`src/rtl/shot_hit_scheduler_pkg.sv`:
```
// Shared constants and types for the shot hit scheduler.
package shot_sched_pkg;

    localparam int unsigned COORD_W = 10;

    typedef enum logic [1:0] {
        IDLE,
        SCAN,
        CHECK,
        REPORT
    } state_t;

    // Index width, never narrower than one bit.
    function automatic int unsigned idx_width(input int unsigned n);
        return (n > 1) ? $clog2(n) : 1;
    endfunction

endpackage

```
`src/rtl/shot_hit_scheduler_if.sv`:
```
// Handshake/data bundle between the mouse front end and the shot hit scheduler.
interface shot_hit_scheduler_if
    import shot_sched_pkg::*;
#(
    parameter int unsigned N_TARGETS       = 4,
    parameter int unsigned SHOTS_PER_ROUND = 3
) ();

    localparam int unsigned IDX_W  = idx_width(N_TARGETS);
    localparam int unsigned SHOT_W = $clog2(SHOTS_PER_ROUND + 1);

    logic                           trigger;
    logic                           reload;
    logic [COORD_W-1:0]             mouse_x;
    logic [COORD_W-1:0]             mouse_y;
    logic [COORD_W*N_TARGETS-1:0]   target_x_flat;
    logic [COORD_W*N_TARGETS-1:0]   target_y_flat;
    logic [N_TARGETS-1:0]           target_alive;
    logic                           busy;
    logic                           hit_valid;
    logic                           hit;
    logic [IDX_W-1:0]               hit_idx;
    logic [SHOT_W-1:0]              shots_left;
    logic                           empty_click;

    modport master (
        output trigger, reload, mouse_x, mouse_y, target_x_flat, target_y_flat, target_alive,
        input  busy, hit_valid, hit, hit_idx, shots_left, empty_click
    );

    modport slave (
        input  trigger, reload, mouse_x, mouse_y, target_x_flat, target_y_flat, target_alive,
        output busy, hit_valid, hit, hit_idx, shots_left, empty_click
    );

endinterface

```
`src/rtl/shot_hit_scheduler_cmp.sv`:
```
// target_box_cmp: registered point-in-box test, inclusive on all four edges.
// Upper bounds are formed at COORD_W+1 bits so boxes near 1023 never wrap.
module target_box_cmp
    import shot_sched_pkg::*;
#(
    parameter int unsigned TARGET_WIDTH  = 32,
    parameter int unsigned TARGET_HEIGHT = 24
) (
    input  logic               clk,
    input  logic               rst,
    input  logic [COORD_W-1:0] i_px,
    input  logic [COORD_W-1:0] i_py,
    input  logic [COORD_W-1:0] i_bx,
    input  logic [COORD_W-1:0] i_by,
    output logic               o_inside
);

    logic [COORD_W:0] w_x_hi;
    logic [COORD_W:0] w_y_hi;
    logic             w_inside;
    logic             r_inside;

    // Combinational box test.
    always_comb begin
        w_x_hi   = {1'b0, i_bx} + (COORD_W+1)'(TARGET_WIDTH);
        w_y_hi   = {1'b0, i_by} + (COORD_W+1)'(TARGET_HEIGHT);
        w_inside = (i_px >= i_bx) && ({1'b0, i_px} <= w_x_hi) &&
                   (i_py >= i_by) && ({1'b0, i_py} <= w_y_hi);
    end

    // Register the result; consumed one cycle later in CHECK.
    always_ff @(posedge clk) begin
        if (rst) r_inside <= 1'b0;
        else     r_inside <= w_inside;
    end

    assign o_inside = r_inside;

endmodule

```
`src/rtl/shot_hit_scheduler.sv`:
```
// shot_hit_scheduler: scans targets in index order with one shared box comparator and
// reports the lowest-index live target under the snapshotted mouse position.
// Optional macro SHOT_QUEUE_EN: latch one trigger arriving while busy and fire it after REPORT.
module shot_hit_scheduler
    import shot_sched_pkg::*;
#(
    parameter int unsigned N_TARGETS       = 4,
    parameter int unsigned TARGET_WIDTH    = 32,
    parameter int unsigned TARGET_HEIGHT   = 24,
    parameter int unsigned SHOTS_PER_ROUND = 3
) (
    input  logic                 clk,
    input  logic                 rst,
    shot_hit_scheduler_if.slave  bus
);

    localparam int unsigned      IDX_W    = idx_width(N_TARGETS);
    localparam int unsigned      SHOT_W   = $clog2(SHOTS_PER_ROUND + 1);
    localparam logic [IDX_W-1:0] LAST_IDX = IDX_W'(N_TARGETS - 1);

    state_t              r_state;
    state_t              w_state_nxt;
    logic [IDX_W-1:0]    r_idx;
    logic [IDX_W-1:0]    w_idx_nxt;
    logic                r_hit;
    logic                w_hit_nxt;
    logic [IDX_W-1:0]    r_hit_idx;
    logic [IDX_W-1:0]    w_hit_idx_nxt;
    logic [COORD_W-1:0]  r_mx;
    logic [COORD_W-1:0]  r_my;
    logic [SHOT_W-1:0]   r_shots;
    logic                r_empty;
    logic                w_fire_req;
    logic                w_accept;
    logic                w_inside;
    logic [COORD_W-1:0]  w_tx;
    logic [COORD_W-1:0]  w_ty;

`ifdef SHOT_QUEUE_EN
    logic r_pend;

    // One-deep queue: set by a trigger while busy, consumed on the next IDLE cycle.
    always_ff @(posedge clk) begin
        if (rst)                  r_pend <= 1'b0;
        else if (r_state == IDLE) r_pend <= 1'b0;
        else if (bus.trigger)     r_pend <= 1'b1;
    end

    assign w_fire_req = bus.trigger | r_pend;
`else
    assign w_fire_req = bus.trigger;
`endif

    assign w_accept = (r_state == IDLE) && w_fire_req && (r_shots != '0);

    // Live (not snapshotted) position of the target currently being scanned.
    assign w_tx = bus.target_x_flat[COORD_W*int'(r_idx) +: COORD_W];
    assign w_ty = bus.target_y_flat[COORD_W*int'(r_idx) +: COORD_W];

    target_box_cmp #(
        .TARGET_WIDTH  (TARGET_WIDTH),
        .TARGET_HEIGHT (TARGET_HEIGHT)
    ) u_cmp (
        .clk      (clk),
        .rst      (rst),
        .i_px     (r_mx),
        .i_py     (r_my),
        .i_bx     (w_tx),
        .i_by     (w_ty),
        .o_inside (w_inside)
    );

    // Next-state and scan bookkeeping.
    always_comb begin
        w_state_nxt   = r_state;
        w_idx_nxt     = r_idx;
        w_hit_nxt     = r_hit;
        w_hit_idx_nxt = r_hit_idx;
        unique case (r_state)
            IDLE: begin
                if (w_accept) begin
                    w_state_nxt = SCAN;
                    w_idx_nxt   = '0;
                end
            end
            SCAN: w_state_nxt = CHECK;
            CHECK: begin
                if (w_inside && bus.target_alive[r_idx]) begin
                    w_hit_nxt     = 1'b1;
                    w_hit_idx_nxt = r_idx;
                    w_state_nxt   = REPORT;
                end else if (r_idx == LAST_IDX) begin
                    w_hit_nxt     = 1'b0;
                    w_hit_idx_nxt = '0;
                    w_state_nxt   = REPORT;
                end else begin
                    w_idx_nxt   = r_idx + 1'b1;
                    w_state_nxt = SCAN;
                end
            end
            REPORT:  w_state_nxt = IDLE;
            default: w_state_nxt = IDLE;
        endcase
    end

    // State, result, snapshot, ammo and empty-click registers.
    always_ff @(posedge clk) begin
        if (rst) begin
            r_state   <= IDLE;
            r_idx     <= '0;
            r_hit     <= 1'b0;
            r_hit_idx <= '0;
            r_mx      <= '0;
            r_my      <= '0;
            r_shots   <= SHOT_W'(SHOTS_PER_ROUND);
            r_empty   <= 1'b0;
        end else begin
            r_state   <= w_state_nxt;
            r_idx     <= w_idx_nxt;
            r_hit     <= w_hit_nxt;
            r_hit_idx <= w_hit_idx_nxt;
            if (w_accept) begin
                r_mx <= bus.mouse_x;
                r_my <= bus.mouse_y;
            end
            // Reload overrides the decrement of a coincident shot.
            if (bus.reload)    r_shots <= SHOT_W'(SHOTS_PER_ROUND);
            else if (w_accept) r_shots <= r_shots - 1'b1;
            r_empty <= (r_state == IDLE) && w_fire_req && (r_shots == '0);
        end
    end

    assign bus.busy        = (r_state != IDLE);
    assign bus.hit_valid   = (r_state == REPORT);
    assign bus.hit         = r_hit;
    assign bus.hit_idx     = r_hit_idx;
    assign bus.shots_left  = r_shots;
    assign bus.empty_click = r_empty;

endmodule
```
`src/flat_wrapper.sv`:
```
// flat-port wrapper written by rule: the top's interface ports become plain ports
module shot_hit_scheduler_flat import shot_sched_pkg::*;
#(
    parameter int unsigned N_TARGETS       = 4,
    parameter int unsigned TARGET_WIDTH    = 32,
    parameter int unsigned TARGET_HEIGHT   = 24,
    parameter int unsigned SHOTS_PER_ROUND = 3
)
  (clk, rst, bus_trigger, bus_reload, bus_mouse_x, bus_mouse_y, bus_target_x_flat, bus_target_y_flat, bus_target_alive, bus_busy, bus_hit_valid, bus_hit, bus_hit_idx, bus_shots_left, bus_empty_click);
  shot_hit_scheduler_if #(.N_TARGETS(N_TARGETS), .SHOTS_PER_ROUND(SHOTS_PER_ROUND)) bus_i ();
  input  logic clk;
  input  logic rst;
  input wire logic [$bits(bus_i.trigger)-1:0] bus_trigger;
  input wire logic [$bits(bus_i.reload)-1:0] bus_reload;
  input wire logic [$bits(bus_i.mouse_x)-1:0] bus_mouse_x;
  input wire logic [$bits(bus_i.mouse_y)-1:0] bus_mouse_y;
  input wire logic [$bits(bus_i.target_x_flat)-1:0] bus_target_x_flat;
  input wire logic [$bits(bus_i.target_y_flat)-1:0] bus_target_y_flat;
  input wire logic [$bits(bus_i.target_alive)-1:0] bus_target_alive;
  output wire logic [$bits(bus_i.busy)-1:0] bus_busy;
  output wire logic [$bits(bus_i.hit_valid)-1:0] bus_hit_valid;
  output wire logic [$bits(bus_i.hit)-1:0] bus_hit;
  output wire logic [$bits(bus_i.hit_idx)-1:0] bus_hit_idx;
  output wire logic [$bits(bus_i.shots_left)-1:0] bus_shots_left;
  output wire logic [$bits(bus_i.empty_click)-1:0] bus_empty_click;
  assign bus_i.trigger = bus_trigger;
  assign bus_i.reload = bus_reload;
  assign bus_i.mouse_x = bus_mouse_x;
  assign bus_i.mouse_y = bus_mouse_y;
  assign bus_i.target_x_flat = bus_target_x_flat;
  assign bus_i.target_y_flat = bus_target_y_flat;
  assign bus_i.target_alive = bus_target_alive;
  assign bus_busy = bus_i.busy;
  assign bus_hit_valid = bus_i.hit_valid;
  assign bus_hit = bus_i.hit;
  assign bus_hit_idx = bus_i.hit_idx;
  assign bus_shots_left = bus_i.shots_left;
  assign bus_empty_click = bus_i.empty_click;
  shot_hit_scheduler #(.N_TARGETS(N_TARGETS), .TARGET_WIDTH(TARGET_WIDTH), .TARGET_HEIGHT(TARGET_HEIGHT), .SHOTS_PER_ROUND(SHOTS_PER_ROUND)) u_core (.clk(clk), .rst(rst), .bus(bus_i));
endmodule
```
`config.mk`:
```
export PLATFORM = sky130hd
export DESIGN_NAME = shot_hit_scheduler_flat
export DESIGN_NICKNAME = d
export VERILOG_FILES = /design/src/rtl/shot_hit_scheduler_pkg.sv /design/src/rtl/shot_hit_scheduler_if.sv /design/src/rtl/shot_hit_scheduler_cmp.sv /design/src/rtl/shot_hit_scheduler.sv /design/src/flat_wrapper.sv
export SDC_FILE = /design/constraint.sdc
export NUM_CORES = 1
export LEC_CHECK = 0
export ABC_AREA = 1
export BUFFER_PORTS_ARGS = -buffer_cell sky130_fd_sc_hd__buf_2
export CORE_MARGIN = 8
export CORE_UTILIZATION = 50
export CTS_CLUSTER_SIZE = 12
export DETAILED_ROUTE_END_ITERATION = 6
export PLACE_DENSITY = 0.92
export SLEW_MARGIN = 20
export SYNTH_ARGS = -nofsm -noshare
export SYNTH_HDL_FRONTEND = slang
export SYNTH_SLANG_ARGS = --single-unit
```
`constraint.sdc`:
```
create_clock -name clk -period 4.3 [get_ports clk]
set_clock_uncertainty 0.15 [all_clocks]
set_input_delay 1.075 -clock clk [delete_from_list [all_inputs] [get_ports clk]]
set_output_delay 1.075 -clock clk [all_outputs]
set_load 0.05 [all_outputs]
```
== After elaboration in Yosys (flattened, before gate mapping) ==
Cells that the tools add are included.
Word-level totals
  input bits: 108
  register bits after elaboration: 31
Operators by class
  shift operators: 2
  multiplexer cells: 14
  multiply operators: 1
  magnitude comparators: 5
  reductions and logical operators: 16
  add/sub/neg operators: 4
  eq/ne operators: 7
Operators by type and width (count)
  40-bit by 7-bit variable part select with 10-bit output: 2
  10-bit by 11-bit <= comparator with 1-bit output: 2
  10-bit >= comparator: 2
  2-bit two-way mux: 8
  10-bit by 5-bit adder with 11-bit output (second input constant): 1
  10-bit by 6-bit adder with 11-bit output (second input constant): 1
  2-bit one-hot mux with 4 select lines: 1
  2-bit nonzero test: 4
  1-bit logical AND: 7
  2-bit == test (second input constant): 3
  3-bit by 2-bit multiplier with 5-bit output (first input constant): 1
  2-bit zero test: 2
  2-bit != test (second input constant): 2
  2-bit one-hot mux with 2 select lines: 1
  4-bit AND reduction: 1
  2-bit by 3-bit < comparator with 1-bit output (second input constant): 1
  1-bit two-way mux: 3
  2-bit by 1-bit adder with 2-bit output (second input constant): 1
  1-bit binary-select mux with 2-bit select: 1
  2-bit by 1-bit == test with 1-bit output (second input constant): 1
  2-bit by 1-bit != test with 1-bit output (second input constant): 1
  2-bit AND reduction: 1
  2-bit OR reduction: 1
  2-bit by 1-bit subtractor with 2-bit output (second input constant): 1

== Logic depth before layout (Yosys ltp) ==
Gate-level depths: netlist (run 1).
  depth after elaboration: 7
  depth in mapped cells: 19
  gate-level depth less buffers: 17

== Hierarchy ==
From an unflattened synthesis (run 1), not the netlist that was laid out.
Unflattened totals
  cells, all modules: 451
  area, all modules: 2890.3 um2
By module, submodules not included
  shot_hit_scheduler: area each 1766.7 um2, cells each 270, times used 1, seq. area each 600.6 um2
  target_box_cmp: area each 1123.6 um2, cells each 181, times used 1, seq. area each 20.0 um2

== Worst setup path before layout (run 1) ==
OpenSTA, ideal clock, no wires.
  path type: input -> register
  start point: input port bus_target_y_flat[13]
  end point: register u_core.u_cmp.r_inside, in the netlist u_core.u_cmp.o_inside
  cell stages on the path: 14
  path slack: 1.492 ns
  arrival: 2.594 ns
  data required time: 4.086 ns
  cell sequence: nand2_1 > nand3_1 > nand2_1 > ha_1 > inv_1 > nand4_1 > xor2_1 > ha_1 > and3_1 > nand2_1 > nand2_1 > nand3_1 > nand3_1 > nor2_1
On the way
  longest elaborated chain between the ends: 4
  elaborated cells on any way between the ends: 6
  classes of those cells: 1 x add/sub; 2 x order compare; 1 x shift; 2 x reduce/logical
Ends and longest elaborated chain
  from (decl): RTL line flat_wrapper.sv:18  | input wire logic [$bits(bus_i.target_y_flat)-1:0] bus_target_y_flat;
  40-bit by 7-bit variable part select with 10-bit output (*): RTL line shot_hit_scheduler.sv:58  | assign w_ty = bus.target_y_flat[COORD_W*int'(r_idx) +: COORD_W];
  10-bit by 5-bit adder with 11-bit output / 10-bit >= comparator (equally long branches): RTL line shot_hit_scheduler_cmp.sv:26, shot_hit_scheduler_cmp.sv:28
  10-bit by 11-bit <= comparator with 1-bit output / 1-bit logical AND (equally long branches): RTL line shot_hit_scheduler_cmp.sv:28, shot_hit_scheduler_cmp.sv:27
  1-bit logical AND (*): RTL line shot_hit_scheduler_cmp.sv:28  | (i_py >= i_by) && ({1'b0, i_py} <= w_y_hi);
  to (signal assigned): RTL line shot_hit_scheduler_cmp.sv:34  | else r_inside <= w_inside;
  to (decl): RTL line shot_hit_scheduler_cmp.sv:21  | logic r_inside;
Every way passes the cells marked *; elsewhere a longest branch is shown, timed or not.
A chain may end at the register's enable or synchronous reset.

== Final worst setup path (run 1) ==
  start point: register u_core.r_idx[0]
  end point: register u_core.u_cmp.r_inside, in the netlist u_core.u_cmp.o_inside
On the way
  longest elaborated chain between the ends: 7
  elaborated cells on any way between the ends: 12
  classes of those cells: 2 x add/sub; 1 x mul; 4 x order compare; 2 x shift; 3 x reduce/logical
Ends and longest elaborated chain
  from (decl): RTL line shot_hit_scheduler.sv:23  | logic [IDX_W-1:0] r_idx;
  from (signal assigned): RTL line shot_hit_scheduler.sv:119  | r_idx <= w_idx_nxt;
  3-bit by 2-bit multiplier with 5-bit output (*): RTL line shot_hit_scheduler.sv:57, shot_hit_scheduler.sv:58
  40-bit by 7-bit variable part select with 10-bit output: RTL line shot_hit_scheduler.sv:57  | assign w_tx = bus.target_x_flat[COORD_W*int'(r_idx) +: COORD_W];
  10-bit by 6-bit adder with 11-bit output: RTL line shot_hit_scheduler_cmp.sv:25  | w_x_hi = {1'b0, i_bx} + (COORD_W+1)'(TARGET_WIDTH);
  10-bit by 11-bit <= comparator with 1-bit output: RTL line shot_hit_scheduler_cmp.sv:27  | w_inside = (i_px >= i_bx) && ({1'b0, i_px} <= w_x_hi) &&
  1-bit logical AND (2 in a row): RTL line shot_hit_scheduler_cmp.sv:27
  1-bit logical AND (*): RTL line shot_hit_scheduler_cmp.sv:28
Marked as above.

==> results of run 1 <==
[how the worst min path moves through the flow]
stage / to / slack, ns / cells past startpoint
6_report: u_core.bus.hit_idx[0]$_SDFFE_PP0P_ / 0.31 / 2
5_1_grt: u_core.r_my[0]$_SDFFE_PP0P_ / 0.35 / 2
4_1_cts: u_core.r_mx[0]$_SDFFE_PP0P_ / 0.32 / 2
3_5_place_dp: u_core.bus.hit_idx[0]$_SDFFE_PP0P_ / 0.31 / 2
3_3_place_gp: u_core.bus.hit_idx[0]$_SDFFE_PP0P_ / 0.30 / 2
2_1_floorplan: u_core.r_mx[0]$_SDFFE_PP0P_ / 0.28 / 2
[per-stage QoR]
step | area, µm² | util, %
finish | 3600 | 62.2
global route | 3600 | 62.2
CTS | 3600 | 62.2
detailed placement | 3480 | 60.2
global placement | 3480 | 60.2
floorplan | 2920 | -
[registers in the layout (all words and copies together), names as in the netlist]
register,flops
u_core.bus.shots_left,2
u_core.r_mx,10
u_core.bus.hit_idx,2
u_core.r_state,2
u_core.r_idx,2
u_core.bus.empty_click,1
u_core.bus.hit,1
u_core.u_cmp.o_inside,1
u_core.r_my,10
[power by group through the flow]
stage	Clock (mW)	Combinational (mW)	Sequential (mW)
global route	0.318	0.499	0.339
finish	0.300	0.436	0.337
CTS	0.305	0.434	0.337
detailed placement	0	0.428	0.343
floorplan	0	0.321	0.333
global placement	0	0.411	0.342
[worst max-delay path, delay by kind of cell (launching register included)]
family,cells,cell delay (ns)
flip-flops,1,0.85
buffers and inverters,2,0.34
AND/OR/NAND/NOR,12,1.04
adder cells (fa/ha/maj),2,0.48
XOR/XNOR,1,0.17
[layout make-up]
type	count	area, µm²
fill	555	2180
timing repair buffer	118	598
inverter	50	195
clock buffer	6	82.6
tap	75	93.8
clock inverter	2	35.0
multi-input combinational	362	1970
sequential	31	621
[cells in the final DEF, fill, tap and decap left out, types with 5 or more instances in the layout]
cell type	count
nand4_1	5
nand3_1	35
clkbuf_8	6
buf_2	115
nand2_2	7
inv_1	45
o21ai_0	29
a32o_1	6
xor2_1	6
a21oi_1	27
ha_1	36
nor2_1	63
dfxtp_1	31
nand2_1	122
[cell families after synthesis]
group	count (synthesis)	share of synthesized area, %
DFF	31	21.3
AOI/OAI and AO/OA	77	15.3
xor gates and xnor gates	8	2.40
adders and majority gates	36	15.4
buffers and inverters	69	11.1
and+or+nand+nor	241	34.5
[metal layers]
metal,vias to the layer above,routed length [µm],track usage [%]
li1,1719,-,-
met1,1499,3840,24.3
met2,129,4300,37.5
met3,15,651,5.50
met4,0,188,7.11
met5,-,0,0
==> results_dict.tcl, run 1 <==
set metrics [dict create \
    status "completed" \
    num_io_pins 116 \
    cp.required_ns 4.33 \
    cts_root_buffer "clkbuf_8" \
    r2r_start "u_core.r_idx[0]$_SDFFE_PP0P_" \
    syn_avg_cell_area_um2 6.32 \
    finalNonFillerCells 644 \
    irDropWorstVdd_mv 0.249 \
    cp_common_cell "nand2_1" \
    crit_path_max_fanout 44 \
    pre_cts_ws_ns 1.17 \
    wl_per_cell_um 13.9 \
    finalSetupViolCount 0 \
    hold_viol 0 \
    path_cells "inv_6 > nand2_1 > nand3_1 > nand2_1 > ha_1 > inv_1 > xor2_1 > ha_1 > nand3_1 > nor2_1 > nand2_1 > nand2_1 > nand2_1 > nand2_1 > nand3_1 > nand3_1 > nor2_1" \
    hold_start "u_core.bus.hit_idx[0]$_SDFFE_PP0P_" \
    cp_data_arrival_time_ns 3.18 \
    die_area_um2 8540 \
    cts_buffer_depth 2 \
    coreArea_um2 5780 \
    r2r-end "u_core.u_cmp.o_inside$_SDFF_PP0_" \
    cpMaxStageDelayCell "dfxtp_1" \
    power_mw 1.07 \
    setup_tns_ns 0 \
    p_int_mw 0.674 \
    dp.cells 636 \
    grt_use_total_pct 21.3 \
    yosys-top-cells-area "dfxtp_1 (21%), nand2_1 (16%), ha_1 (15%), nor2_1 (8.1%), nand3_1 (6.0%)" \
    vias 3362 \
    antenna_cells 0 \
    synth_most_common_cell "nand2_1" \
    synth_common_cells "nand2_1 (122), nor2_1 (63), inv_1 (45), ha_1 (36), nand3_1 (35)" \
    reg2regPathDepth 17 \
    power_leakage_nw 2.05 \
    drt_first_pass_iters 5 \
    slowest_delay_ns 0.85 \
    synthCells 462 \
    async_reset_ff_share_pct 0 \
    globalplace.congestion 0.910 \
    power_density_nw_per_um2 298 \
    synth_top_area_cell "dfxtp_1" \
    dp_hpwl_mm 7.19 \
    clock_latency_ns 0.29 \
    timing.fmax_ghz 0.318 \
    drc 0 \
    cts.hold.buffers_added 0 \
    ctsResizeCount 0 \
    synth-edff-count 0 \
    rsz0062_at_grt "no" \
    drv_slew 0 \
    yosysSeqAreaShare_pct 21.3 \
    relSlewSlack_pct 46.7 \
    syn_nets 606 \
    clkSinkCount 31 \
    critPathKind "reg -> reg" \
    rows 28 \
    synth_area_um2 2920 \
    crit_path_start_kind "register" \
    drv_cap 0 \
    area_growth_pct 23.3 \
    wirelength_mm 8.98 \
    cp-end-kind "register" \
    cts-htree-levels 2 \
    timing.final.crit_period_ns 3.15 \
    grt_pass1_vias 3360 \
    hp-class "reg -> reg" \
    cts_tree "done" \
    cts.reportedPaths.clkPinSlew_ns 0.07 \
    critical_path.startpoint "u_core.r_idx[0]$_SDFFE_PP0P_" \
    yosys_warnings 0 \
    ant_nets 0 \
    grt_overflow_total 0 \
    rrSetupSlack_ns 1.15 \
    drive_gt1_share_pct 25.3 \
    whs_ns 0.315 \
    cts_buffers 5 \
    pwr-share-seq_pct 31.4 \
    die_h_um 92.4 \
    switching_share_pct 37.2 \
    grt_max_degree 45 \
    start_util_pct 50.5 \
    period_share_pct 73.2 \
    endpoint "u_core.u_cmp.o_inside$_SDFF_PP0_" \
    synth_top_flop_cell "dfxtp_1" \
    p_comb_share_pct 40.6 \
    setup_slack_ns 1.15 \
    vias_per_cell 5.22 \
    p_clk_share_pct 28.0 \
    switching_power_mw 0.399 \
    antenna_found_initial 0 \
    grt_pass1_wl_mm 15.2 \
    tightestPinTransition_ns 0.799 \
    die_x_um 92.4 \
    port_buffers 115 \
    drt_iter0_drc 183 \
    yosysTopAreaCellShare_pct 21.3 \
    nets 712 \
    yosys_register_bits 31 \
    postCtsSetupRepairBufs 0 \
    synth_cell_type_count 33 \
]
(Power assumes the default switching activity.)
==> run 2: changes to the inputs <==
==> constraint.sdc (replaced) <==
create_clock -name clk -period 3 [get_ports clk]
set_clock_uncertainty 0.15 [all_clocks]
set_input_delay 0.75 -clock clk [delete_from_list [all_inputs] [get_ports clk]]
set_output_delay 0.75 -clock clk [all_outputs]
set_load 0.05 [all_outputs]
==> run 2 against run 1 <==
Sequential power grew 41%. Routed wire length shrank 1.8%. Sequential cell count is the same. Core utilization shrank 0.24 points. Non-clock buffer count grew 1. Maximum frequency grew 17%. Critical endpoint unchanged. Sequential share of layout area grew 0.066 points. Combinational power grew 46%. Power grew 33%. Register-to-register slack lost 0.85 ns.
==> results_dict.tcl, run 2 (same netlist as run 1, synthesis figures left out) <==
set metrics [dict create \
    status "completed" \
    coreArea_um2 5780 \
    crit_path_max_fanout 44 \
    area_growth_pct 22.8 \
    layout_commonest_cell "nand2_1" \
    grt_overflow_total 0 \
    cp_data_arrival_time_ns 2.77 \
    critical_path.startpoint "u_core.r_idx[0]$_SDFFE_PP0P_" \
    critPathKind "reg -> reg" \
    nets 713 \
    endpoint "u_core.u_cmp.o_inside$_SDFF_PP0_" \
    cts_buffers 5 \
    cts.reportedPaths.clkPinSlew_ns 0.07 \
    period_share_pct 89.8 \
    drv_slew 0 \
    drt_first_pass_iters 5 \
    rows 28 \
    hold_viol 0 \
    setup_tns_ns 0 \
    power_leakage_nw 2.05 \
    final-seq-area_um2 621 \
    rrSetupSlack_ns 0.31 \
    final_cell_mix "nand2_1 (122), buf_2 (115), nor2_1 (63), inv_1 (45), ha_1 (36)" \
    vias 3401 \
    setup_slack_ns 0.305 \
    globalplace.congestion 0.923 \
    grt_max_degree 45 \
    power_mw 1.43 \
    ctsResizeCount 0 \
    drive_gt1_share_pct 25.4 \
    largestRegisters "u_core.r_mx: 10 flops, u_core.r_my: 10 flops" \
    timing.final.crit_period_ns 2.69 \
    wl_per_cell_um 13.7 \
    r2r-end "u_core.u_cmp.o_inside$_SDFF_PP0_" \
    die_area_um2 8540 \
    cts-htree-levels 2 \
    multi_input_area_um2 1970 \
    rsz0062_at_grt "no" \
    ant_nets 0 \
    grt_use_total_pct 20.5 \
    antenna_cells 0 \
    relSlewSlack_pct 61.4 \
    drv_cap 0 \
    antenna_found_initial 0 \
    finalSetupViolCount 0 \
    reg2regPathDepth 15 \
    clkSinkCount 31 \
    cts.hold.buffers_added 0 \
    timing.fmax_ghz 0.371 \
    clock_latency_ns 0.28 \
    cp.required_ns 3.07 \
    num_io_pins 116 \
    irDropWorstVdd_mv 0.215 \
    die_x_um 92.4 \
    grt_pass1_wl_mm 14.8 \
    drt_iter0_drc 174 \
    fill_cells 541 \
    tightestPinTransition_ns 0.578 \
    cts_root_buffer "clkbuf_8" \
    cts_buffer_depth 2 \
    start_util_pct 50.5 \
    cp-end-kind "register" \
    fin_util_pct 62.0 \
    power_density_nw_per_um2 399 \
    drc 0 \
    wirelength_mm 8.82 \
    vias_per_cell 5.27 \
    r2r_start "u_core.r_idx[0]$_SDFFE_PP0P_" \
    cts_tree "done" \
    die_h_um 92.4 \
    port_buffers 115 \
    pre_cts_ws_ns 0.184 \
    hp-class "reg -> reg" \
    dp_hpwl_mm 7.01 \
    postCtsSetupRepairBufs 0 \
    crit_path_start_kind "register" \
    grt_pass1_vias 3346 \
]
## run 2: how the worst min path moves through the flow
stage,end,cells after the start,startpoint
after floorplan,u_core.r_mx[0]$_SDFFE_PP0P_,2,u_core.r_mx[0]$_SDFFE_PP0P_
after global placement,u_core.bus.hit_idx[0]$_SDFFE_PP0P_,2,u_core.bus.hit_idx[0]$_SDFFE_PP0P_
after detailed placement,u_core.bus.hit_idx[1]$_SDFFE_PP0P_,2,u_core.bus.hit_idx[1]$_SDFFE_PP0P_
after CTS,u_core.bus.hit_idx[1]$_SDFFE_PP0P_,2,u_core.bus.hit_idx[1]$_SDFFE_PP0P_
after global routing,u_core.bus.hit_idx[0]$_SDFFE_PP0P_,2,u_core.bus.hit_idx[0]$_SDFFE_PP0P_
final,u_core.bus.hit_idx[1]$_SDFFE_PP0P_,2,u_core.bus.hit_idx[1]$_SDFFE_PP0P_
## run 2: cell type report
| type | count | area share [%] |
|---|---|---|
| inverter | 50 | 5.45 |
| timing repair buffer | 119 | 17.2 |
| sequential | 31 | 17.3 |
| multi-input combinational | 362 | 55.0 |
| tap | 75 | 2.62 |
| clock buffer | 5 | 1.92 |
| clock inverter | 3 | 0.419 |
## run 2: critical path, cell delays in order (launching register included)
cell and delay [ns]:
dfxtp_1 0.45, buf_12 0.25, nand2_1 0.07, nand3_1 0.09, nand2_1 0.15, ha_1 0.24, inv_1 0.10, nand4_1 0.12
xor2_1 0.16, ha_1 0.30, and3_1 0.19, nand2_1 0.06, nand2_1 0.04, nand3_1 0.08, nand3_1 0.06, nor2_1 0.10
## run 2: stage by stage
step | cells | hold slack [ns] | area, µm²
2_1_floorplan | 462 | 0.285 | 2920
3_3_place_gp | 637 | 0.295 | 3500
3_5_place_dp | 637 | 0.306 | 3500
4_1_cts | 645 | 0.315 | 3580
5_1_grt | 645 | 0.322 | 3580
6_report | 645 | 0.314 | 3580
## run 2: report_power, final
group,switching (mW),leakage [nW],internal (mW)
combinational,0.380,1.74,0.257
sequential,0.0290,0.255,0.445
clock,0.159,0.0477,0.158
## run 2: per-layer routing
| layer | track usage (%) | part of all wire, % |
|---|---|---|
| met3 | 5.42 | 9.4 |
| met1 | 23.8 | 41 |
| met5 | 0 | 0 |
| met4 | 8.05 | 2.4 |
| met2 | 34.9 | 48 |
==> run 3: changes to the inputs <==
--- a/config.mk
+++ b/config.mk
@@ -7,11 +7,12 @@
 export LEC_CHECK = 0
 export ABC_AREA = 1
 export BUFFER_PORTS_ARGS = -buffer_cell sky130_fd_sc_hd__buf_2
+export CORE_ASPECT_RATIO = 1.5
 export CORE_MARGIN = 8
 export CORE_UTILIZATION = 50
 export CTS_CLUSTER_SIZE = 12
 export DETAILED_ROUTE_END_ITERATION = 6
-export PLACE_DENSITY = 0.92
+export PLACE_DENSITY = 0.82
 export SLEW_MARGIN = 20
 export SYNTH_ARGS = -nofsm -noshare
 export SYNTH_HDL_FRONTEND = slang
==> run 3 against run 2 <==
Clock power rose by 13%. Setup slack worse by 0.0080 ns. Core utilization rose by 1.2 points. First-iteration DRC count fell by 59%. Clock-buffer cell count increased by 3. Via count decreased by 0.15%. Critical path depth decreased by 1. Final cell count is 0.16% lower. Sequential cell count did not move. Sequential power grew 1%. Critical endpoint unchanged. Highest routed layer unchanged.
==> results_dict.tcl, run 3 (same netlist as run 1, synthesis figures left out) <==
set metrics [dict create \
    ant_nets 0 \
    whs_ns 0.321 \
    fill_cells 561 \
    die_area_um2 8590 \
    power_leakage_nw 2.06 \
    antenna_found_initial 0 \
    cts_tree "done" \
    layout_commonest_cell "nand2_1" \
    relSlewSlack_pct 58.6 \
    antenna_cells 0 \
    drive_gt1_share_pct 25.7 \
    hold_start "u_core.bus.hit_idx[1]$_SDFFE_PP0P_" \
    rows 34 \
    die_h_um 110 \
    area_growth_pct 23.4 \
    cts.hold.buffers_added 0 \
    port_buffers 115 \
    hold_depth 2 \
    final-seq-area_um2 622 \
    grt_pass1_vias 3365 \
    grt_use_total_pct 20.6 \
    path_cells "buf_4 > nand3_1 > nand2_1 > inv_1 > ha_1 > nand2_1 > xnor2_1 > ha_1 > a21o_1 > a31oi_1 > nand2_1 > nand3_1 > nand3_1 > nor2_1" \
    irDropWorstVdd_mv 0.335 \
    cts_buffer_depth 2 \
    globalplace.congestion 0.921 \
    cpMaxStageDelayCell "dfxtp_1" \
    period_share_pct 90.1 \
    drv_slew 0 \
    status "completed" \
    critical_path.startpoint "u_core.r_idx[1]$_SDFFE_PP0P_" \
    hold_viol 0 \
    wirelength_mm 8.88 \
    drv_cap 0 \
    vias_per_cell 5.27 \
    die_x_um 78.4 \
    cp_data_arrival_time_ns 2.77 \
    grt_overflow_total 0 \
    pre_cts_ws_ns 0.196 \
    multi_input_area_um2 1970 \
    reg2regPathDepth 14 \
    clkSinkCount 31 \
    largestRegisters "u_core.r_mx: 10 flops, u_core.r_my: 10 flops" \
    tightestPinTransition_ns 0.621 \
    cp-end-kind "register" \
    critPathKind "reg -> reg" \
    vias 3396 \
    cts_buffers 5 \
    final_cell_mix "nand2_1 (122), buf_2 (115), nor2_1 (63), inv_1 (45), ha_1 (36)" \
    nets 715 \
    num_io_pins 116 \
    drt_iter0_drc 72 \
    finalSetupViolCount 0 \
    postCtsSetupRepairBufs 0 \
    timing.final.crit_period_ns 2.70 \
    dp_hpwl_mm 7.17 \
    drc 0 \
    wl_per_cell_um 13.8 \
    slowest_delay_ns 0.54 \
    grt_max_degree 45 \
    drt_first_pass_iters 4 \
    crit_path_max_fanout 11 \
    power_density_nw_per_um2 409 \
    grt_pass1_wl_mm 14.6 \
    cp.required_ns 3.07 \
    cts-htree-levels 2 \
    timing.fmax_ghz 0.370 \
    r2r_start "u_core.r_idx[1]$_SDFFE_PP0P_" \
    rsz0062_at_grt "no" \
    cts_root_buffer "clkbuf_8" \
    setup_tns_ns 0 \
    setup_slack_ns 0.297 \
    clock_latency_ns 0.28 \
    start_util_pct 51.2 \
    coreArea_um2 5700 \
    cts.reportedPaths.clkPinSlew_ns 0.07 \
    crit_path_start_kind "register" \
    hp-class "reg -> reg" \
]
run 3: cell types whose count changed in the layout (fill, tap and decap cells not counted), sizes merged:
cell,delta
clkbuf,+3
clkinv,-3
buf,+2
run 3: repair_timing:
item                                   CTS  global route
setup endpoints to repair                0             1
gates resized for setup                  0             1
endpoints found under the hold margin    0             0
run 3: area by class of cell:
class                      instances  area share (%)
sequential                        31            17.3
multi-input combinational        362            54.8
inverter                          50            5.42
clock buffer                       8            2.78
timing repair buffer             121            17.2
tap                               72            2.50
run 3: worst paths after layout:
kind | to | slack, ns
worst min-delay path | u_core.bus.hit_idx[1]$_SDFFE_PP0P_ | 0.32
worst max register to register | u_core.u_cmp.o_inside$_SDFF_PP0_ | 0.30
worst min register to register | u_core.bus.hit_idx[1]$_SDFFE_PP0P_ | 0.32
worst max-delay path | u_core.u_cmp.o_inside$_SDFF_PP0_ | 0.30
run 3: per-layer routing:
| layer | share of wire, % | routed length (µm) | global-route usage, % |
|---|---|---|---|
| met1 | 39 | 3490 | 21.5 |
| met2 | 49 | 4390 | 37.2 |
| met3 | 7.4 | 659 | 5.32 |
| met4 | 3.8 | 337 | 10.8 |
| met5 | 0 | 0 | 0 |
run 3: metrics by stage:
stage / instances / total power, mW / cell area, µm² / util, %
floorplan: 462 / 0.937 / 2920 / -
global placement: 636 / 1.09 / 3500 / 61.4
detailed placement: 636 / 1.11 / 3500 / 61.4
CTS: 644 / 1.48 / 3600 / 63.1
global route: 644 / 1.59 / 3600 / 63.1
finish: 644 / 1.47 / 3600 / 63.1
run 3: worst max-delay path, delay by kind of cell, from the launching register on:
| family | cells | cell delay [ns] |
|---|---|---|
| fa+ha+maj | 2 | 0.50 |
| xor+xnor | 1 | 0.13 |
| buf+inv | 2 | 0.31 |
| simple gates | 7 | 0.70 |
| flops | 1 | 0.54 |
| compound gates | 2 | 0.31 |
run 3: power breakdown:
| part | total [mW] | internal, mW | switching (mW) |
|---|---|---|---|
| clock | 0.359 | 0.209 | 0.150 |
| combinational | 0.635 | 0.258 | 0.376 |
| sequential | 0.479 | 0.446 | 0.0333 |
| total | 1.47 | 0.913 | 0.560 |
